--- config.mk ---
export PLATFORM = sky130hd
export DESIGN_NAME = multicycle_ctrl
export DESIGN_NICKNAME = d
export VERILOG_FILES = /design/src/rtl/multicycle_ctrl.sv
export SDC_FILE = /design/constraint.sdc
export NUM_CORES = 1
export LEC_CHECK = 0
export ABC_CLOCK_PERIOD_IN_PS = 1880
export CAP_MARGIN = 20
export CORE_ASPECT_RATIO = 0.7
export CORE_MARGIN = 10
export CORE_UTILIZATION = 45
export CTS_BUF_LIST = sky130_fd_sc_hd__clkbuf_4 sky130_fd_sc_hd__clkbuf_8
export DETAILED_ROUTE_END_ITERATION = 10
export GPL_TIMING_DRIVEN = 0
export HOLD_SLACK_MARGIN = 0.15
export PLACE_DENSITY = 0.81
export SLEW_MARGIN = 0
export SYNTH_ARGS = -nofsm -noshare
export SYNTH_HDL_FRONTEND = slang
export SYNTH_SLANG_ARGS = --single-unit
--- constraint.sdc ---
create_clock -name clk -period 1.88 [get_ports clk]
set_input_delay 0.376 -clock clk [delete_from_list [all_inputs] [get_ports clk]]
set_output_delay 0.376 -clock clk [all_outputs]
set_load 0.005 [all_outputs]
--- src/rtl/multicycle_ctrl.sv ---
// Main control FSM for the multicycle datapath: sequences fetch/decode/execute,
// drives every datapath select/enable, counts retired instructions, flags bad opcodes.
module multicycle_ctrl #(
    parameter int CNT_W = 32
) (
    input  logic             clk,
    input  logic             rst,
    input  logic [5:0]       opcode,
    input  logic             zero,
    input  logic             mem_ready,
    output logic             PCWrite,
    output logic             PCWriteCond,
    output logic             IorD,
    output logic             MemRead,
    output logic             MemWrite,
    output logic             IRWrite,
    output logic             MemtoReg,
    output logic             RegDst,
    output logic             RegWrite,
    output logic             ALUIn1Sel,
    output logic [1:0]       ALUIn2Sel,
    output logic [1:0]       ALUOp,
    output logic [1:0]       PCSrc,
    output logic [3:0]       state,
    output logic [CNT_W-1:0] instr_count,
    output logic             illegal
);
    localparam logic [5:0] OP_R    = 6'b000000;
    localparam logic [5:0] OP_LW   = 6'b100011;
    localparam logic [5:0] OP_SW   = 6'b101011;
    localparam logic [5:0] OP_BEQ  = 6'b000100;
    localparam logic [5:0] OP_J    = 6'b000010;
    localparam logic [5:0] OP_ADDI = 6'b001000;

    typedef enum logic [3:0] {
        FETCH    = 4'd0,
        DECODE   = 4'd1,
        MEM_ADDR = 4'd2,
        MEM_RD   = 4'd3,
        MEM_WB   = 4'd4,
        MEM_WR   = 4'd5,
        R_EX     = 4'd6,
        R_WB     = 4'd7,
        BEQ      = 4'd8,
        JMP      = 4'd9,
        I_EX     = 4'd10,
        I_WB     = 4'd11
    } state_t;

    // fetch marks the state whose IRWrite/PCWrite are qualified by mem_ready
    typedef struct packed {
        logic       fetch;
        logic       pcw;
        logic       pcwc;
        logic       iord;
        logic       mrd;
        logic       mwr;
        logic       m2r;
        logic       rdst;
        logic       rw;
        logic       in1;
        logic [1:0] in2;
        logic [1:0] aluop;
        logic [1:0] pcsrc;
    } ctl_t;

    function automatic ctl_t dec(input state_t s);
        ctl_t c;
        c = '0;
        case (s)
            FETCH:    begin c.fetch = 1'b1; c.mrd = 1'b1; c.in2 = 2'b01; end
            DECODE:   c.in2 = 2'b10;
            MEM_ADDR: begin c.in1 = 1'b1; c.in2 = 2'b10; end
            MEM_RD:   begin c.mrd = 1'b1; c.iord = 1'b1; end
            MEM_WB:   begin c.rw = 1'b1; c.m2r = 1'b1; end
            MEM_WR:   begin c.mwr = 1'b1; c.iord = 1'b1; end
            R_EX:     begin c.in1 = 1'b1; c.aluop = 2'b10; end
            R_WB:     begin c.rw = 1'b1; c.rdst = 1'b1; end
            BEQ:      begin c.in1 = 1'b1; c.aluop = 2'b01; c.pcwc = 1'b1; c.pcsrc = 2'b01; end
            JMP:      begin c.pcw = 1'b1; c.pcsrc = 2'b10; end
            I_EX:     begin c.in1 = 1'b1; c.in2 = 2'b10; end
            I_WB:     c.rw = 1'b1;
            default:  c = '0;
        endcase
        return c;
    endfunction

    state_t cur, nxt;
    ctl_t   ctl;
    logic   retire, bad_op;

    // zero only qualifies PCWriteCond inside the datapath
    logic unused_zero;
    assign unused_zero = zero;

    always_comb begin
        nxt    = cur;
        retire = 1'b0;
        bad_op = 1'b0;
        case (cur)
            FETCH:    if (mem_ready) nxt = DECODE;
            DECODE: begin
                case (opcode)
                    OP_R:          nxt = R_EX;
                    OP_LW, OP_SW:  nxt = MEM_ADDR;
                    OP_BEQ:        nxt = BEQ;
                    OP_J:          nxt = JMP;
                    OP_ADDI:       nxt = I_EX;
                    default: begin nxt = FETCH; bad_op = 1'b1; end
                endcase
            end
            MEM_ADDR: nxt = (opcode == OP_LW) ? MEM_RD : MEM_WR;
            MEM_RD:   if (mem_ready) nxt = MEM_WB;
            MEM_WR:   if (mem_ready) begin nxt = FETCH; retire = 1'b1; end
            R_EX:     nxt = R_WB;
            I_EX:     nxt = I_WB;
            MEM_WB, R_WB, I_WB, BEQ, JMP: begin nxt = FETCH; retire = 1'b1; end
            default:  nxt = FETCH;
        endcase
    end

    // Outputs are registered from the next state so they line up with cur.
    always_ff @(posedge clk) begin
        if (rst) begin
            cur         <= FETCH;
            ctl         <= dec(FETCH);
            instr_count <= '0;
            illegal     <= 1'b0;
        end else begin
            cur     <= nxt;
            ctl     <= dec(nxt);
            illegal <= bad_op;
            if (retire) instr_count <= instr_count + CNT_W'(1);
        end
    end

    assign state       = cur;
    assign PCWrite     = ctl.pcw | (ctl.fetch & mem_ready);
    assign IRWrite     = ctl.fetch & mem_ready;
    assign PCWriteCond = ctl.pcwc;
    assign IorD        = ctl.iord;
    assign MemRead     = ctl.mrd;
    assign MemWrite    = ctl.mwr;
    assign MemtoReg    = ctl.m2r;
    assign RegDst      = ctl.rdst;
    assign RegWrite    = ctl.rw;
    assign ALUIn1Sel   = ctl.in1;
    assign ALUIn2Sel   = ctl.in2;
    assign ALUOp       = ctl.aluop;
    assign PCSrc       = ctl.pcsrc;
endmodule

Word-level counts from Yosys, hierarchy flattened:

Index checks and enable logic that the tools add are counted.

* output and inout bits: 53
* bits in registers: 53
* logic and storage cells: 81

* muxes and demuxes: 22
* bitwise operators: 3
* reduce and logical (&&, ||, !) cells: 12
* add/subtract/negate cells: 1
* equal/unequal tests: 27

Operators with widths (number)
* 32-bit by 1-bit adder with 32-bit output, second input constant: 1
* 4-bit by 3-bit == test with 1-bit output, second input constant: 8
* 4-bit == test, second input constant: 8
* 4-bit one-hot mux with 7 select lines: 1
* 4-bit one-hot mux with 5 select lines: 1
* 4-bit by 2-bit == test with 1-bit output, second input constant: 4
* 6-bit == test, second input constant: 2
* 1-bit two-way mux: 12
* 4-bit two-way mux: 3
* 2-bit one-hot mux with 2 select lines: 3
* 4-bit by 1-bit == test with 1-bit output, second input constant: 2
* 4-bit zero test: 2
* 2-bit OR reduction: 4
* 6-bit by 2-bit == test with 1-bit output, second input constant: 1
* 6-bit by 3-bit == test with 1-bit output, second input constant: 1
* 6-bit by 4-bit == test with 1-bit output, second input constant: 1
* 6-bit zero test: 1
* 3-bit OR reduction: 2
* 6-bit OR reduction: 1
* 5-bit OR reduction: 1
* 4-bit OR reduction: 1
* 3-bit two-way mux: 1
* 1-bit one-hot mux with 2 select lines: 1
* 1-bit bitwise AND: 1
* other kinds (2): 2

Logic depth before layout (Yosys ltp):

* depth in word-level cells: 7
* mapped depth: 8
* gate-level depth less buffers: 6

Worst setup path after synthesis:

No wires, ideal clock.

* kind: register -> register
* from: register instr_count[6]
* to: register instr_count[21]
* period minus slack after synthesis: 2.016 ns
* data arrival time: 1.946 ns
* stages on the path, launching flop included: 8
* data required time: 1.810 ns
* setup time: 0.070 ns
* path buffers: 2
* slack: -0.136 ns
* cell sequence: dfxtp_1 > and4_4 > nand3_2 > or3_1 > buf_2 > buf_6 > or4b_1 > a21oi_1

* longest elaborated chain between the ends: 1

RTL lines
* from (decl): RTL line 25 `output logic [CNT_W-1:0] instr_count,`
* from (signal assigned): RTL line 133 `if (retire) instr_count <= instr_count + CNT_W'(1);`
* 32-bit by 1-bit adder with 32-bit output: RTL line 133

Every way passes these cells.
A chain may end at the register's enable or synchronous reset.

Worst setup path after layout:

* from: register instr_count[3]
* to: register instr_count[23]

Same word-level chain as after synthesis.

==> results.yml <==
run_status:
  status: "complete, but fails checks"
  violations: "setup timing"
sta:
  skew_ns: 0.0135
  period_share_pct: 110
  fin_ws_ns: -0.180
  hold_viol: 0
  setup_viol_count_final: 18
  finalMaxSlewViolations: 0
  fmax_mhz: 485
  worst_hold_slack_ns: 0.549
  worst_pin_slew_ns: 0.531
  post-route-min-period_ns: 2.06
  fin_tns_setup_ns: -2.07
  slew_headroom_pct: 64.6
  rsz0062_at_grt: "yes"
power_and_ir_drop:
  swShare_pct: 27.1
  clkPwrFrac_pct: 33.5
  p_leak_nw: 1.57
  p_per_area_mw_per_mm2: 492
  combPwrFrac_pct: 12.8
  p_sw_w: 0.000545
  intPower_w: 0.00146
  sequentialPowerShare_pct: 53.7
  ir_worst_vdd_mv: 0.460
worst_setup_path:
  path_common_cell: "buf_4"
  crit_fanout: 10
  crit_type: "reg -> reg"
  end_kind: "flop"
  slowest_stage: "dfxtp_1"
  critPathArrivalTime_ns: 2.25
  crit_required_ns: 2.07
  crit_start: "instr_count[3]"
  slowest_delay_ns: 0.44
  crit_chain: "nand2_1 > nor3_4 > buf_4 > nand3_4 > buf_6 > buf_4 > o31ai_2 > a21oi_1"
  start_kind: "flop"
  timing.rr.start: "instr_count[3]"
floorplanning:
  rows: 22
  chipHeight_microns: 81.5
  core_sq_mm: 0.00523
  start_util_pct: 46.6
  dieArea_sq_mm: 0.00880
  fp.dieW_microns: 108
  num_io_pins: 63
placed_design:
  hpwl_microns: 4880
  dp.cells: 416
  gp_congestion: 0.842
  port-buffer-count: 61
  pre_cts_ws_ns: -0.726
synth:
  avgSynthCellArea_sq_um: 8.60
  synthArstFlopShare_pct: 0
  synth_edf_count: 0
  ys_warn_count: 0
  syn_nets: 294
  ys_types: 57
  synth_area_sq_mm: 0.00243
  synth_seq_cells: 50
  syn_inst: 283
  seq_area_frac_synth_pct: 41.1
  ys.flop_type: "dfxtp_1"
cts:
  cts_buffers: 5
  clkLatencyLatePin_ns: 0.33
  cts.clk_slew.worst_paths_ns: 0.11
  cts_max_level: 2
  cts_tree: "done"
  clk_path_buf_depth: 2
  cts.sinks: 50
  clockRootBuffer: "clkbuf_8"
routing:
  first_iter_violations: 179
  drcViolationCount: 0
  wire_per_inst_microns: 19.8
  avgViaCountPerCell: 5.88
  routed_wl_microns: 9360
  ant_nets: 0
  vias: 2773
  dr.pass1.iters: 5
grt:
  grt_pass1_wl_microns: 11900
  grt_start_max_net_pins: 17
  grt_util_all_layers_pct: 16.6
  antenna_found_initial: 0
  grt_pass1_vias: 2418
  overflow: 0
final_layout:
  antennaDiodeCount: 0
  final_core_util_pct: 78.1
  fin_cells: 472
  layout-drive-gt1-share_pct: 40.5
  final_cell_mix: "buf_4, clkdlybuf4s50_1, dfxtp_1"
  nets: 410
  area_growth_pct: 67.7
worst_hold_path:
  hold_class: "reg -> reg"
  min_from: "instr_count[25]"
run:
  max_cap_violations: 0
==> cell families (layout without fill, tap and decap cells) <==
group | after synthesis | in the layout | share of synthesized area (%)
compound gates | 50 | 50 | 13.4
xor+xnor | 14 | 14 | 5.04
fa+ha+maj | 1 | 1 | 0.514
buf+inv | 28 | 145 | 6.32
flops | 50 | 50 | 41.1
mux | 4 | 4 | 1.85
simple gates | 136 | 136 | 31.8
==> metrics by stage <==
step	area, sq um	power, W
2_1_floorplan	2490	0.00121
3_3_place_gp	3200	0.00130
3_5_place_dp	3200	0.00130
4_1_cts	3630	0.00196
5_1_grt	4080	0.00206
6_report	4080	0.00201
==> power groups by stage <==
stage / sequential, W / clock [W] / combinational (W)
3_5_place_dp: 0.00111 / 0 / 0.000191
2_1_floorplan: 0.00111 / 0 / 0.0000983
5_1_grt: 0.00108 / 0.000701 / 0.000278
4_1_cts: 0.00109 / 0.000651 / 0.000224
3_3_place_gp: 0.00111 / 0 / 0.000187
6_report: 0.00108 / 0.000674 / 0.000258
==> per-layer routing <==
layer  GRT usage [%]  vias up  share of wire [%]
li1                -     1258                  -
met1            21.0     1340                 43
met2            26.4      151                 47
met3            5.32       24                8.1
met4            5.72        0                2.1
met5               0        -                  0
==> critical path, delay by kind of cell, from the launching register on <==
family	cells	cell delay [ns]
buf+inv	3	0.53
simple gates	3	0.52
compound gates	2	0.42
flops	1	0.44
==> worst paths after layout <==
path | to | slack, ns | cells after the start
max | instr_count[23] | -0.18 | 8
min reg2reg | instr_count[25] | 0.55 | 2
max reg2reg | instr_count[23] | -0.18 | 8
min | instr_count[25] | 0.55 | 2
==> what timing repair did <==
item	in CTS	in global routing
buffers inserted	24	26
hold buffers	0	0
pin swaps	25	28
setup endpoints to repair	45	44
gates resized for setup	48	78
hold endpoints to repair	0	0
==> synth_stat cells (all sizes together) (2+ instances only) <==
| cell type | count | area (sq um) |
|---|---|---|
| dfxtp | 50 | 1000 |
| nor2 | 32 | 120 |
| a21oi | 16 | 80.1 |
| nand2 | 15 | 56.3 |
| nand3 | 15 | 80.1 |
| xor2 | 13 | 114 |
| buf | 12 | 83.8 |
| or4 | 11 | 82.6 |
| nand4 | 10 | 62.6 |
| nor3 | 10 | 61.3 |
| o21ai | 10 | 50.0 |
| clkbuf | 9 | 35.0 |
| o31ai | 8 | 60.1 |
| and3 | 7 | 45.1 |
| nor2b | 7 | 43.8 |
| inv | 6 | 22.5 |
| and2 | 5 | 33.8 |
| or3 | 5 | 31.3 |
| and4 | 4 | 38.8 |
| mux2 | 4 | 45.0 |
| nor4 | 3 | 18.8 |
| or2 | 3 | 18.8 |
| a311oi | 2 | 17.5 |
| a41o | 2 | 20.0 |
| nor3b | 2 | 15.0 |
| o211ai | 2 | 15.0 |
==> sequential cells by signal, summed over array words and instances (netlist names) <==
| name | flops |
|---|---|
| ALUIn1Sel | 1 |
| ALUIn2Sel | 1 |
| ALUOp | 1 |
| IorD | 1 |
| MemRead | 1 |
| MemWrite | 1 |
| MemtoReg | 1 |
| PCSrc | 1 |
| PCWriteCond | 1 |
| RegDst | 1 |
| RegWrite | 1 |
| ctl | 2 |
| illegal | 1 |
| instr_count | 32 |
| state | 4 |
==> final cells by class <==
cell class | instances | area (sq um)
clock inverter | 3 | 21.3
sequential | 50 | 1040
inverter | 6 | 22.5
buffer | 20 | 173
fill | 316 | 1150
multi-input combinational | 205 | 1660
tap | 72 | 90.1
timing repair buffer | 111 | 1010
clock buffer | 5 | 68.8
(Power assumes the default switching activity.)
